===== src/rtl/hazard_stall_ctrl.sv =====
// rtl/hazard_stall_ctrl.sv - pipeline stall/flush controller for load-use, redirect, memory wait and sync drain
// Outputs are combinational from state and inputs; state, drain count and stall counter are registered.
module hazard_stall_ctrl #(
  parameter int SYNC_DRAIN_CYCLES = 3,
  parameter int CNT_W             = 32
) (
  input  logic             sys_clk,
  input  logic             rst,
  input  logic [4:0]       id_rs_id,
  input  logic [4:0]       id_rt_id,
  input  logic             id_uses_rs,
  input  logic             id_uses_rt,
  input  logic             id_is_sync,
  input  logic             ex_mem_to_reg,
  input  logic [4:0]       ex_reg_dst_id,
  input  logic             ex_redirect,
  input  logic             mem_req,
  input  logic             mem_ready,
  output logic             pc_stall,
  output logic             if_id_stall,
  output logic             id_ex_stall,
  output logic             ex_mem_stall,
  output logic             mem_wb_bubble,
  output logic             if_id_flush,
  output logic             id_ex_flush,
  output logic [CNT_W-1:0] stall_cycles
);

  localparam int DW = (SYNC_DRAIN_CYCLES < 2) ? 1 : $clog2(SYNC_DRAIN_CYCLES);
  localparam logic [DW-1:0] CNT_INIT = DW'(SYNC_DRAIN_CYCLES - 1);

  typedef enum logic [1:0] {
    RUN        = 2'd0,
    MEM_WAIT   = 2'd1,
    SYNC_DRAIN = 2'd2
  } state_t;

  state_t          state_q, state_d;
  state_t          ret_q, ret_d;
  logic   [DW-1:0] cnt_q, cnt_d;
  state_t          eff_state;
  logic            load_use;
  logic            freeze;

  assign load_use = ex_mem_to_reg && (ex_reg_dst_id != 5'd0) &&
                    ((id_uses_rs && (id_rs_id == ex_reg_dst_id)) ||
                     (id_uses_rt && (id_rt_id == ex_reg_dst_id)));

  assign freeze = !mem_ready && (mem_req || (state_q == MEM_WAIT));

  // Leaving MEM_WAIT resumes the saved state within the same cycle.
  assign eff_state = (state_q == MEM_WAIT) ? ret_q : state_q;

  always_comb begin
    pc_stall      = 1'b0;
    if_id_stall   = 1'b0;
    id_ex_stall   = 1'b0;
    ex_mem_stall  = 1'b0;
    mem_wb_bubble = 1'b0;
    if_id_flush   = 1'b0;
    id_ex_flush   = 1'b0;
    state_d       = state_q;
    ret_d         = ret_q;
    cnt_d         = cnt_q;
    if (rst) begin
      state_d = RUN;
    end else if (freeze) begin
      pc_stall      = 1'b1;
      if_id_stall   = 1'b1;
      id_ex_stall   = 1'b1;
      ex_mem_stall  = 1'b1;
      mem_wb_bubble = 1'b1;
      state_d       = MEM_WAIT;
      if (state_q != MEM_WAIT) ret_d = state_q;
    end else begin
      state_d = eff_state;
      if (ex_redirect) begin
        if_id_flush = 1'b1;
        id_ex_flush = 1'b1;
        state_d     = RUN;
        cnt_d       = '0;
      end else if (eff_state == SYNC_DRAIN) begin
        if (cnt_q != '0) begin
          pc_stall    = 1'b1;
          if_id_stall = 1'b1;
          id_ex_flush = 1'b1;
          cnt_d       = cnt_q - DW'(1);
        end else begin
          state_d = RUN;
        end
      end else if (load_use) begin
        pc_stall    = 1'b1;
        if_id_stall = 1'b1;
        id_ex_flush = 1'b1;
      end else if (id_is_sync) begin
        pc_stall    = 1'b1;
        if_id_stall = 1'b1;
        id_ex_flush = 1'b1;
        cnt_d       = CNT_INIT;
        state_d     = SYNC_DRAIN;
      end
    end
  end

  always_ff @(posedge sys_clk) begin
    if (rst) begin
      state_q      <= RUN;
      ret_q        <= RUN;
      cnt_q        <= '0;
      stall_cycles <= '0;
    end else begin
      state_q <= state_d;
      ret_q   <= ret_d;
      cnt_q   <= cnt_d;
      if (pc_stall && (stall_cycles != {CNT_W{1'b1}})) begin
        stall_cycles <= stall_cycles + CNT_W'(1);
      end
    end
  end

endmodule


===== config.mk =====
export PLATFORM = sky130hd
export DESIGN_NAME = hazard_stall_ctrl
export DESIGN_NICKNAME = d
export VERILOG_FILES = /design/src/rtl/hazard_stall_ctrl.sv
export SDC_FILE = /design/constraint.sdc
export NUM_CORES = 1
export LEC_CHECK = 0
export ABC_AREA = 1
export CAP_MARGIN = 10
export CORE_MARGIN = 4
export CORE_UTILIZATION = 45
export DETAILED_ROUTE_END_ITERATION = 10
export GPL_ROUTABILITY_DRIVEN = 0
export PLACE_DENSITY_LB_ADDON = 0.2
export SYNTH_ARGS = -nofsm -noshare
export SYNTH_HDL_FRONTEND = slang
export SYNTH_SLANG_ARGS = --single-unit

===== constraint.sdc =====
create_clock -name sys_clk -period 2 [get_ports sys_clk]
set_clock_uncertainty 0.2 [all_clocks]
set_input_delay 0.5 -clock sys_clk [delete_from_list [all_inputs] [get_ports sys_clk]]
set_output_delay 0.5 -clock sys_clk [all_outputs]
set_load 0.1 [all_outputs]

After elaboration in Yosys (flattened, before gate mapping)
Index checks and enable logic that the tools add are counted.
Cells by class
  bitwise gates (word level): 1
  order comparisons: 0
  shift-type cells: 0
  eq/ne operators: 8
  $mul: 0
  reductions and logical operators: 15
  muxes and demuxes: 27
  divide/modulo/power cells: 0
  add/sub/neg operators: 2
Operators by type and width (number)
  32-bit by 1-bit adder with 32-bit output (second input constant): 1
  32-bit inequality test (second input constant): 1
  2-bit 2-to-1 mux: 10
  1-bit 2-to-1 mux: 17
  5-bit equality test: 2
  1-bit logical AND: 6
  3-bit by 2-bit inequality test with 1-bit output (second input constant): 2
  5-bit nonzero test: 1
  4-bit AND reduction: 1
  3-bit nonzero test: 1
  3-bit OR reduction: 1
  2-bit by 1-bit equality test with 1-bit output (second input constant): 1
  2-bit equality test (second input constant): 1
  1-bit logical OR: 2
  2-bit by 1-bit inequality test with 1-bit output (second input constant): 1
  2-bit AND reduction: 1
  2-bit nonzero test: 1
  2-bit by 1-bit subtractor with 2-bit output (second input constant): 1
  1-bit logical NOT: 1
  1-bit inverter: 1
Storage, ports and cells
  bits in read-only memories: 0
  bits in latches: 0
  RAM bits: 0
  memories: 0
  flip-flop bits (word level): 38
  logic and storage cells: 58

Depth between registers and ports, before layout
Gate-level depths: netlist of the first run.
  depth after elaboration: 10
  gate-level depth with buffers: 14
  mapped depth without buffers: 13

Least setup slack after synthesis of the first run
No wires, ideal clock.
  kind: in2out
  from: input rst
  to: output id_ex_flush
  cell stages on the path: 3
  arrival time: 3.664 ns
  path slack: -2.364 ns
  path through: clkbuf_1 > nor3_1 > a41o_1
On the way
  cells in the longest elaborated chain, start to end: 1
RTL lines
  start: declaration: line 8  | input logic rst,
  1-bit 2-to-1 mux: line 65  | if (rst) begin
  end: declaration: line 25  | output logic id_ex_flush,
Every way passes these cells.

Worst setup path after layout of the first run
  from: register state_q[1]
  to: register stall_cycles[28]
On the way
  cells in the longest elaborated chain, start to end: 8
  elaborated cells between the ends (all ways): 10
  those cells by class: eq/ne: 2; mux: 5; reduce/logical: 3
RTL lines
  start: declaration: line 38  | state_t state_q, state_d;
  start signal: assignment: line 112  | state_q <= state_d;
  2-bit by 1-bit equality test with 1-bit output: line 49, 52
  2-bit 2-to-1 mux: line 52  | assign eff_state = (state_q == MEM_WAIT) ? ret_q : state_q;
  2-bit equality test: line 82  | end else if (eff_state == SYNC_DRAIN) begin
  1-bit 2-to-1 mux: line 82
  1-bit 2-to-1 mux: line 77  | if (ex_redirect) begin
  1-bit 2-to-1 mux (*): line 67  | end else if (freeze) begin
  1-bit 2-to-1 mux (*): line 65
  1-bit logical AND (*): line 115  | if (pc_stall && (stall_cycles != {CNT_W{1'b1}})) begin
  end signal: assignment: line 116  | stall_cycles <= stall_cycles + CNT_W'(1);
  end: declaration: line 26  | output logic [CNT_W-1:0] stall_cycles
Mark *: on every way between the ends. The rest lies on a longest branch, timed or not.
A chain may end at the register's enable or synchronous reset.

==> impl_results.md, run 1 <==
* # setup viols final at 43
* Unrepaired setup endpoints after global routing: true
* Count of unresolved DRC violations after routing at 0
* Source of the critical timing path: state_q[1]
* Syn_area_per_cell at 6.19 um^2
* Share of cells above drive strength 1 at 0.422
* Gr busiest metal: met2
* Top area cells in the synthesized netlist: sky130_fd_sc_hd__dfxtp_1 29%, sky130_fd_sc_hd__nand2_1 18%, sky130_fd_sc_hd__nand3_1 8.7%
* Fin crit period at around 2400 ps
* Diodes inserted at 0
* Via total after detailed routing at around 3.3k
* Endpoint required time on the critical path at 2010 ps
* Maximum capacitance violations at 0
* FF-to-FF End: stall_cycles[28]
* Initial DRC count at ~360
* Worst skew pair latency at about 300 ps
* Number of rows in the core area at 27
* Post-route setup TNS at -10140 ps
* Post-synth net total at approximately 450
* Number of cells on the worst reg-to-reg path at 14
* Die height at approximately 84 um
* Maximum number of pins on one net before global-route repair at 32
* Net switching power figure at roughly 580 uW
* Initial cell density of the core at 0.468
* Pwr/cell area at about 420 mW/mm^2
* Final Net Count at ~550
* Clock Sink Count at 38
* Crit path DAT at 2410 ps
* Worst slew pin tran at roughly 460 ps
* Area grow syn2layout at 73.4%
* Count of synthesis-stage warnings from yosys at 0
* Met3 track demand over resource in global routing at 0.0355
* Number of buffer cells added on primary ports at between 60 and 70
* Min-Delay Path Class: flop to flop
* Number of nets still failing antenna checks after routing at 0
* Combinational family with the most area after synthesis: simple AND/OR/NAND/NOR gates
* Antenna violations before repair at 0
* CP endpoint kind: flop
* Count of pins over their slew limit at 0
* Overall Global Routing Usage at 0.240
* Cts-stage hold buffer count at 0
* Root buffer selected by CTS: sky130_fd_sc_hd__clkbuf_8
* Number of ports placed on the die boundary at 63
* Number of flops mapped to enable cells by yosys at 0
* Async set-reset flop share out of synthesis at 0
* Number of instances in the placed design at about 570
* Capturing instance or port of the critical path: stall_cycles[28]
* Final std cell area, no fill at around 0.0045 mm^2
* PnR worst setup slack at -402 ps
* Number of iterations in the first detailed-routing pass at 5
* FF-to-FF Start: state_q[1]
* Number of global-route vias before repair at 3012
* Syn Inst Count at about 420
* Share of the clock period used by the worst path after layout at 1.20
* Die Width at ~84 um
* Biggest fanout along the worst timing path at 7
* Placed Area at between 0.003 and 0.004 mm^2
* Final HPWL DP at between 6000 and 7000 um
* Number of different library cells in the post-synthesis netlist at 27
* Total grt overflow at 0
* Buffers from clock root to sink, at most at 2
* Met2 demand-to-capacity share in global routing at 0.418
* WL per Instance at ~16 um
* Part of the total power dissipated in combinational logic at 0.256
* Worst Path Class, Setup: flop to flop
* Post-route insts no fill at about 600
* Detailed-route vias per instance at around 5.6
* Main synth FF type: sky130_fd_sc_hd__dfxtp_1
* Top achievable clock speed at ~0.42 GHz
* XOR/XNOR share of the synthesized area at 0.0912
* Simple-gate area share of the yosys netlist at 0.415
* Slew Limit Headroom at 0.695
* Share of power burned in registers at 0.401
* Flops & latches, synth at 38
* H-tree depth at 2
* Fraction of post-synthesis cell area in the top cell type by area at 0.293
* Number of hold-slack violations in the final timing report at 0
* Failing checks: setup timing
* Met1 demand-to-capacity share in global routing at 0.312
* TritonCTS clock tree: done
* Top cells by count, synth: 125 x sky130_fd_sc_hd__nand2_1, 45 x sky130_fd_sc_hd__nand3_1, 45 x sky130_fd_sc_hd__nor2_1
* Hold slack at between 200 and 300 ps
* Die ar. at slightly above 0.007 mm^2
* Wire length of the first global-routing pass at between 10000 and 15000 um
* Switching fraction of total power at 0.301
* Number of buffers created by CTS at 5
* Pint at between 1000 and 1500 uW
* Flop2flop setup slack at -400 ps
* Outcome: complete, but fails checks
* Clock transition at the registers of the reported paths at approximately 70 ps
* Compound-Gate Fraction of Synth Area at 0.0878
* Post-route core utilization at 0.811
* Library cell with the largest summed area after synthesis: sky130_fd_sc_hd__dfxtp_1
* Leakage dissipation at between 0.0015 and 0.002 uW
* Worst vdd rail ir drop at 319 uV
* Clock share of power at 0.343
* Most common cell in the netlist: sky130_fd_sc_hd__nand2_1
* Standard cell core area at roughly 0.0055 mm^2
* Final wirelength at about 9500 um
* Critical Path Source Type: flop
* Post-Syn Area at 0.00259 mm^2
* Sequential-to-total area share from yosys stat at 0.293
* Share of cell area taken by muxes after synthesis at 0
* Adder and majority cell fraction of the synthesized area at 0.00965
==> worst min path at each step <==
| stage | endpoint | cells past startpoint | slack, ps | from |
|---|---|---|---|---|
| after floorplan | ret_q[0] | 2 | 240 | ret_q[0] |
| after global placement | ret_q[0] | 2 | 250 | ret_q[0] |
| after detailed placement | ret_q[0] | 2 | 270 | ret_q[0] |
| after CTS | ret_q[0] | 2 | 290 | ret_q[0] |
| after global routing | ret_q[0] | 2 | 300 | ret_q[0] |
| final | ret_q[0] | 2 | 290 | ret_q[0] |
==> cells by family after synthesis <==
logic type	count (synthesis)
AOI/OAI and AO/OA	43
xor gates and xnor gates	27
adders and majority gates	2
buffers and inverters	61
DFF	38
and+or+nand+nor	248
==> area by class of cell <==
| class | instances | area [um^2] |
|---|---|---|
| clock inverter | 3 | 40.0 |
| multi-input combinational | 320 | 1810 |
| inverter | 45 | 184 |
| timing repair buffer | 113 | 1470 |
| clock buffer | 5 | 68.8 |
| tap | 72 | 90.1 |
| fill | 345 | 1040 |
| sequential | 38 | 828 |
==> critical path, cell delays in order, from the launching register on <==
cell,delay (ps)
sky130_fd_sc_hd__dfxtp_2,350
sky130_fd_sc_hd__o21a_1,220
sky130_fd_sc_hd__nor2_4,140
sky130_fd_sc_hd__nand2_2,100
sky130_fd_sc_hd__nand2_1,90
sky130_fd_sc_hd__inv_1,50
sky130_fd_sc_hd__nand2_2,100
sky130_fd_sc_hd__nand2_4,90
sky130_fd_sc_hd__buf_4,140
sky130_fd_sc_hd__buf_6,130
sky130_fd_sc_hd__buf_8,140
sky130_fd_sc_hd__nand2_8,100
sky130_fd_sc_hd__clkbuf_16,160
sky130_fd_sc_hd__nand2_1,80
sky130_fd_sc_hd__a21oi_1,220
==> power by group through the flow <==
stage	logic [uW]	clock network [uW]	registers [uW]
after global placement	377	0	780
after global routing	515	686	767
final	489	654	765
after detailed placement	386	0	781
after floorplan	222	0	798
after CTS	395	649	764
==> through the flow <==
step | total power [uW] | worst slack, ps
detailed placement | 1170 | -746
floorplan | 1020 | -667
global route | 1970 | -431
global placement | 1160 | -663
CTS | 1810 | -268
finish | 1910 | -402
==> sequential cells by signal, summed over array words and instances, names as in the netlist <==
signal	count
cnt_q	2
ret_q	2
stall_cycles	32
state_q	2
==> repair_timing <==
item	CTS	global route
resized for setup	96	68
endpoints found under the setup margin	39	43
endpoints found under the hold margin	0	0
pin swaps	32	24
cloned	0	4
buffers inserted	9	3
==> layout by cell type (no fill, tap or decap), types with 2 or more instances in the layout <==
cell / n
sky130_fd_sc_hd__clkinv_2: 2
sky130_fd_sc_hd__inv_1: 33
sky130_fd_sc_hd__nor2_2: 3
sky130_fd_sc_hd__nand3_2: 3
sky130_fd_sc_hd__nand2_4: 2
sky130_fd_sc_hd__nor3_1: 16
sky130_fd_sc_hd__inv_2: 10
sky130_fd_sc_hd__dfxtp_1: 6
sky130_fd_sc_hd__o21ai_0: 3
sky130_fd_sc_hd__a21oi_4: 2
sky130_fd_sc_hd__nor3_4: 2
sky130_fd_sc_hd__buf_6: 11
sky130_fd_sc_hd__a21oi_1: 14
sky130_fd_sc_hd__nand2_2: 23
sky130_fd_sc_hd__clkbuf_16: 4
sky130_fd_sc_hd__dfxtp_4: 11
sky130_fd_sc_hd__xnor2_1: 7
sky130_fd_sc_hd__a21oi_2: 20
sky130_fd_sc_hd__clkbuf_8: 5
sky130_fd_sc_hd__buf_12: 41
sky130_fd_sc_hd__nand2_1: 102
sky130_fd_sc_hd__dlygate4sd2_1: 6
sky130_fd_sc_hd__xor2_1: 20
sky130_fd_sc_hd__nand4_1: 6
sky130_fd_sc_hd__nand3_1: 43
sky130_fd_sc_hd__buf_8: 2
sky130_fd_sc_hd__buf_2: 11
sky130_fd_sc_hd__dfxtp_2: 21
sky130_fd_sc_hd__buf_4: 37
sky130_fd_sc_hd__nor2_1: 39
sky130_fd_sc_hd__nor2_4: 3
sky130_fd_sc_hd__nand3b_1: 3
==> metal layers <==
layer | vias up | wire length [um]
li1 | 1554 | -
met1 | 1526 | 3630
met2 | 197 | 4600
met3 | 59 | 773
met4 | 0 | 455
met5 | - | 0
Note: power is estimated with default switching activity, not from simulation.
==> run 2, diff against run 1 <==
--- a/config.mk
+++ b/config.mk
@@ -11,6 +11,7 @@
 export CORE_UTILIZATION = 45
 export DETAILED_ROUTE_END_ITERATION = 10
 export GPL_ROUTABILITY_DRIVEN = 0
+export HOLD_SLACK_MARGIN = 0.02
 export PLACE_DENSITY_LB_ADDON = 0.2
 export SYNTH_ARGS = -nofsm -noshare
 export SYNTH_HDL_FRONTEND = slang
==> results of run 2 <==
No change in the layout: final DEF, timing and power equal those of run 1.
==> run 3, diff against run 2 <==
--- a/config.mk
+++ b/config.mk
@@ -9,6 +9,7 @@
 export CAP_MARGIN = 10
 export CORE_MARGIN = 4
 export CORE_UTILIZATION = 45
+export CTS_BUF_LIST = sky130_fd_sc_hd__clkbuf_16
 export DETAILED_ROUTE_END_ITERATION = 10
 export GPL_ROUTABILITY_DRIVEN = 0
 export HOLD_SLACK_MARGIN = 0.02
==> run 3 against run 2 <==
Net effect:
- fmax grew 4.2%
- via count up 0.18%
- first-iteration DRC count grew 14%
- critical path type unchanged
- die area did not move
- non-clock buffer count shrank 7
- largest power group is now clock
- global-route usage down 0.27 points
- the run still ends with setup timing left
- combinational power decreased by 3%
- final cell count down 1.2%
- largest cell class unchanged
- count of clock-buffer cells in the layout unchanged
- highest routed layer unchanged
- setup slack improved by 98 ps
- sequential power is essentially flat
- sequential cell count unchanged
==> impl_results.md, run 3 (synthesis gave the netlist of run 1 again) <==
* FF-to-FF Start: state_q[0] (was state_q[1])
* Source of the critical timing path: state_q[0] (was state_q[1])
* Flop2flop setup slack at -300 ps (was -400 ps)
* Outcome: complete, but fails checks (unchanged)
* CP endpoint kind: flop (unchanged)
* FF-to-FF End: stall_cycles[28] (unchanged)
* Clock transition at the registers of the reported paths at 60 ps (was 70 ps)
* Count of pins over their slew limit at 0 (unchanged)
* Share of the clock period used by the worst path after layout at 1.15 (was 1.20)
* Detailed-route vias per instance at 5.67 (was 5.60)
* Share of cells above drive strength 1 at 0.402 (was 0.422)
* Count of unresolved DRC violations after routing at 0 (unchanged)
* Maximum number of pins on one net before global-route repair at 32 (unchanged)
* Worst Path Class, Setup: flop to flop (unchanged)
* Endpoint required time on the critical path at 1990 ps (was 2010 ps)
* Flip-flop count of the largest register after layout at 32 (unchanged)
* Register with the most flip-flops: stall_cycles (unchanged)
* Category of cells accounting for the largest share of critical-path delay: buffers and inverters (was simple AND/OR/NAND/NOR gates)
* Filler cells at 343 (was 345)
* Most frequent standard cell in the layout excluding fill and tap cells: sky130_fd_sc_hd__nand2_1 (unchanged)
* Diodes inserted at 0 (unchanged)
* H-tree depth at 2 (unchanged)
* Final Net Count at 542 (was 549)
* Overall Global Routing Usage at 0.238 (was 0.240)
* Total grt overflow at 0 (unchanged)
* Unrepaired setup endpoints after global routing: true (unchanged)
* Wire length of the first global-routing pass at 14000 um (was 14200 um)
* Failing checks: setup timing (unchanged)
* Master of the slowest instance on the critical path: sky130_fd_sc_hd__dfxtp_4 (was sky130_fd_sc_hd__dfxtp_2)
* Antenna violations before repair at 0 (unchanged)
* Biggest fanout along the worst timing path at 7 (unchanged)
* Fin crit period at 2300 ps (was 2400 ps)
* Number of hold-slack violations in the final timing report at 0 (unchanged)
* Initial DRC count at 413 (was 363)
* Worst slew pin tran at 480 ps (was 457 ps)
* Number of nets still failing antenna checks after routing at 0 (unchanged)
* Pwr/cell area at 478 mW/mm^2 (was 425 mW/mm^2)
* Capturing instance or port of the critical path: stall_cycles[28] (unchanged)
* Min-Delay Path Class: flop to flop (unchanged)
* Number of ports placed on the die boundary at 63 (unchanged)
* Placed Area at 0.00398 mm^2 (unchanged)
* Commonest non-fill, non-tap cells in the layout: 103 x sky130_fd_sc_hd__nand2_1, 45 x sky130_fd_sc_hd__nand3_1, 41 x sky130_fd_sc_hd__buf_12, 40 x sky130_fd_sc_hd__nor2_1, 36 x sky130_fd_sc_hd__inv_1 (was 102 x sky130_fd_sc_hd__nand2_1, 43 x sky130_fd_sc_hd__nand3_1, 41 x sky130_fd_sc_hd__buf_12, 39 x sky130_fd_sc_hd__nor2_1, 37 x sky130_fd_sc_hd__buf_4)
* Buffers from clock root to sink, at most at 2 (unchanged)
* TritonCTS clock tree: done (unchanged)
* Die height at 83.9 um (unchanged)
* Hold slack at 283 ps (was 287 ps)
* Final HPWL DP at 6090 um (unchanged)
* Maximum capacitance violations at 0 (unchanged)
* Critical Path Stages at 14 (unchanged)
* WL per Instance at 16.4 um (was 15.9 um)
* Via total after detailed routing at 3342 (was 3336)
* Slew Limit Headroom at 0.677 (was 0.695)
* Worst vdd rail ir drop at 301 uV (was 319 uV)
* Top achievable clock speed at 0.434 GHz (was 0.416 GHz)
* Root buffer selected by CTS: sky130_fd_sc_hd__clkbuf_16 (was sky130_fd_sc_hd__clkbuf_8)
* Buf/Inv on CP at 5 (unchanged)
* Number of global-route vias before repair at 3002 (was 3012)
* Overall power of the completed layout at 2130 uW (was 1910 uW)
* Leakage dissipation at 0.00186 uW (was 0.00187 uW)
* Number of rows in the core area at 27 (unchanged)
* # setup viols final at 39 (was 43)
* Final std cell area, no fill at 0.00445 mm^2 (was 0.00450 mm^2)
* Area grow syn2layout at 71.8% (was 73.4%)
* Number of buffers created by CTS at 5 (unchanged)
* Combined area of the multi-input logic cells at 0.00180 mm^2 (was 0.00181 mm^2)
* Cts-stage hold buffer count at 0 (unchanged)
* Sequential cell area at 828 um^2 (unchanged)
* Worst skew pair latency at 280 ps (was 300 ps)
* Standard cell core area at 0.00554 mm^2 (unchanged)
* Largest stage delay, worst path at 370 ps (was 350 ps)
* Number of cells on the worst reg-to-reg path at 14 (unchanged)
* Critical path, cell by cell: o21a_1, nor2_4, buf_6, nor2_4, nand2_2, nand2_2, nand2_4, buf_4, buf_6, buf_8, nand2_8, clkbuf_16, nand2_1, a21oi_1 (was o21a_1, nor2_4, nand2_2, nand2_1, inv_1, nand2_2, nand2_4, buf_4, buf_6, buf_8, nand2_8, clkbuf_16, nand2_1, a21oi_1)
* Critical Path Source Type: flop (unchanged)
* Clock Sink Count at 38 (unchanged)
* Initial cell density of the core at 0.468 (unchanged)
* Final wirelength at 9680 um (was 9460 um)
* Number of instances in the placed design at 572 (unchanged)
* PnR worst setup slack at -305 ps (was -402 ps)
* Die ar. at 0.00704 mm^2 (unchanged)
* Post-route core utilization at 0.804 (was 0.811)
* Die Width at 83.9 um (unchanged)
* Number of iterations in the first detailed-routing pass at 5 (unchanged)
* Post-route insts no fill at 589 (was 596)
* Crit path DAT at 2300 ps (was 2410 ps)
* Number of buffer cells added on primary ports at 62 (unchanged)
==> run 3: cell types whose count changed in the layout (fill, tap and decap cells not counted), moves of 2 or more <==
cell,delta
sky130_fd_sc_hd__buf_2,+3
sky130_fd_sc_hd__buf_6,-5
sky130_fd_sc_hd__nand3_2,-2
sky130_fd_sc_hd__buf_4,-5
sky130_fd_sc_hd__clkbuf_16,+5
sky130_fd_sc_hd__nand3_1,+2
sky130_fd_sc_hd__clkbuf_8,-5
sky130_fd_sc_hd__inv_2,-2
sky130_fd_sc_hd__inv_1,+3
==> run 3: what timing repair did <==
| item | 4_1_cts | 5_1_grt |
|---|---|---|
| buffers inserted | 3 | 2 |
| setup endpoints to repair | 39 | 39 |
| pin swaps | 32 | 16 |
| resized for setup | 95 | 57 |
| gates cloned | 0 | 4 |
==> run 3: layout make-up <==
cell class / count / share of cell area
Inverter: 45 / 0.0407
Tap cell: 72 / 0.0202
Clock buffer: 5 / 0.0281
Sequential cell: 38 / 0.186
Multi-Input combinational cell: 320 / 0.404
Clock inverter: 3 / 0.00899
Timing Repair Buffer: 106 / 0.312
==> run 3: worst min-delay path by stage <==
stage	start	end	slack, ps	cells after the start
after floorplan	ret_q[0]	ret_q[0]	240	2
after global placement	ret_q[0]	ret_q[0]	250	2
after detailed placement	ret_q[0]	ret_q[0]	270	2
after CTS	ret_q[0]	ret_q[0]	280	2
after global routing	ret_q[0]	ret_q[0]	300	2
final	ret_q[0]	ret_q[0]	280	2
==> run 3: worst reg2reg max path: cells and delay by family (launching register included) <==
family / cells / cell delay (ps)
and+or+nand+nor: 7 / 540
DFF: 1 / 370
AOI/OAI and AO/OA: 2 / 390
buffers and inverters: 5 / 700
==> run 3: power breakdown <==
group	total [uW]	internal, uW	switching, uW
Sequential	766	754	11.6
Clock	890	583	306
Combinational	473	201	272
Total	2130	1540	590
==> run 3: routing by layer <==
layer,global-route usage,wire [um],vias to the layer above
met1,0.310,3590,1530
met3,0.0336,914,60
met5,0,0,-
met2,0.411,4850,205
li1,-,-,1547
met4,0.0570,325,0
==> run 3: stage by stage <==
| stage | setup TNS [ps] | setup slack, ps |
|---|---|---|
| 3_5_place_dp | -28730 | -746 |
| 4_1_cts | -3910 | -241 |
| 6_report | -8070 | -305 |
| 2_1_floorplan | -10460 | -667 |
| 3_3_place_gp | -24770 | -663 |
| 5_1_grt | -11390 | -389 |
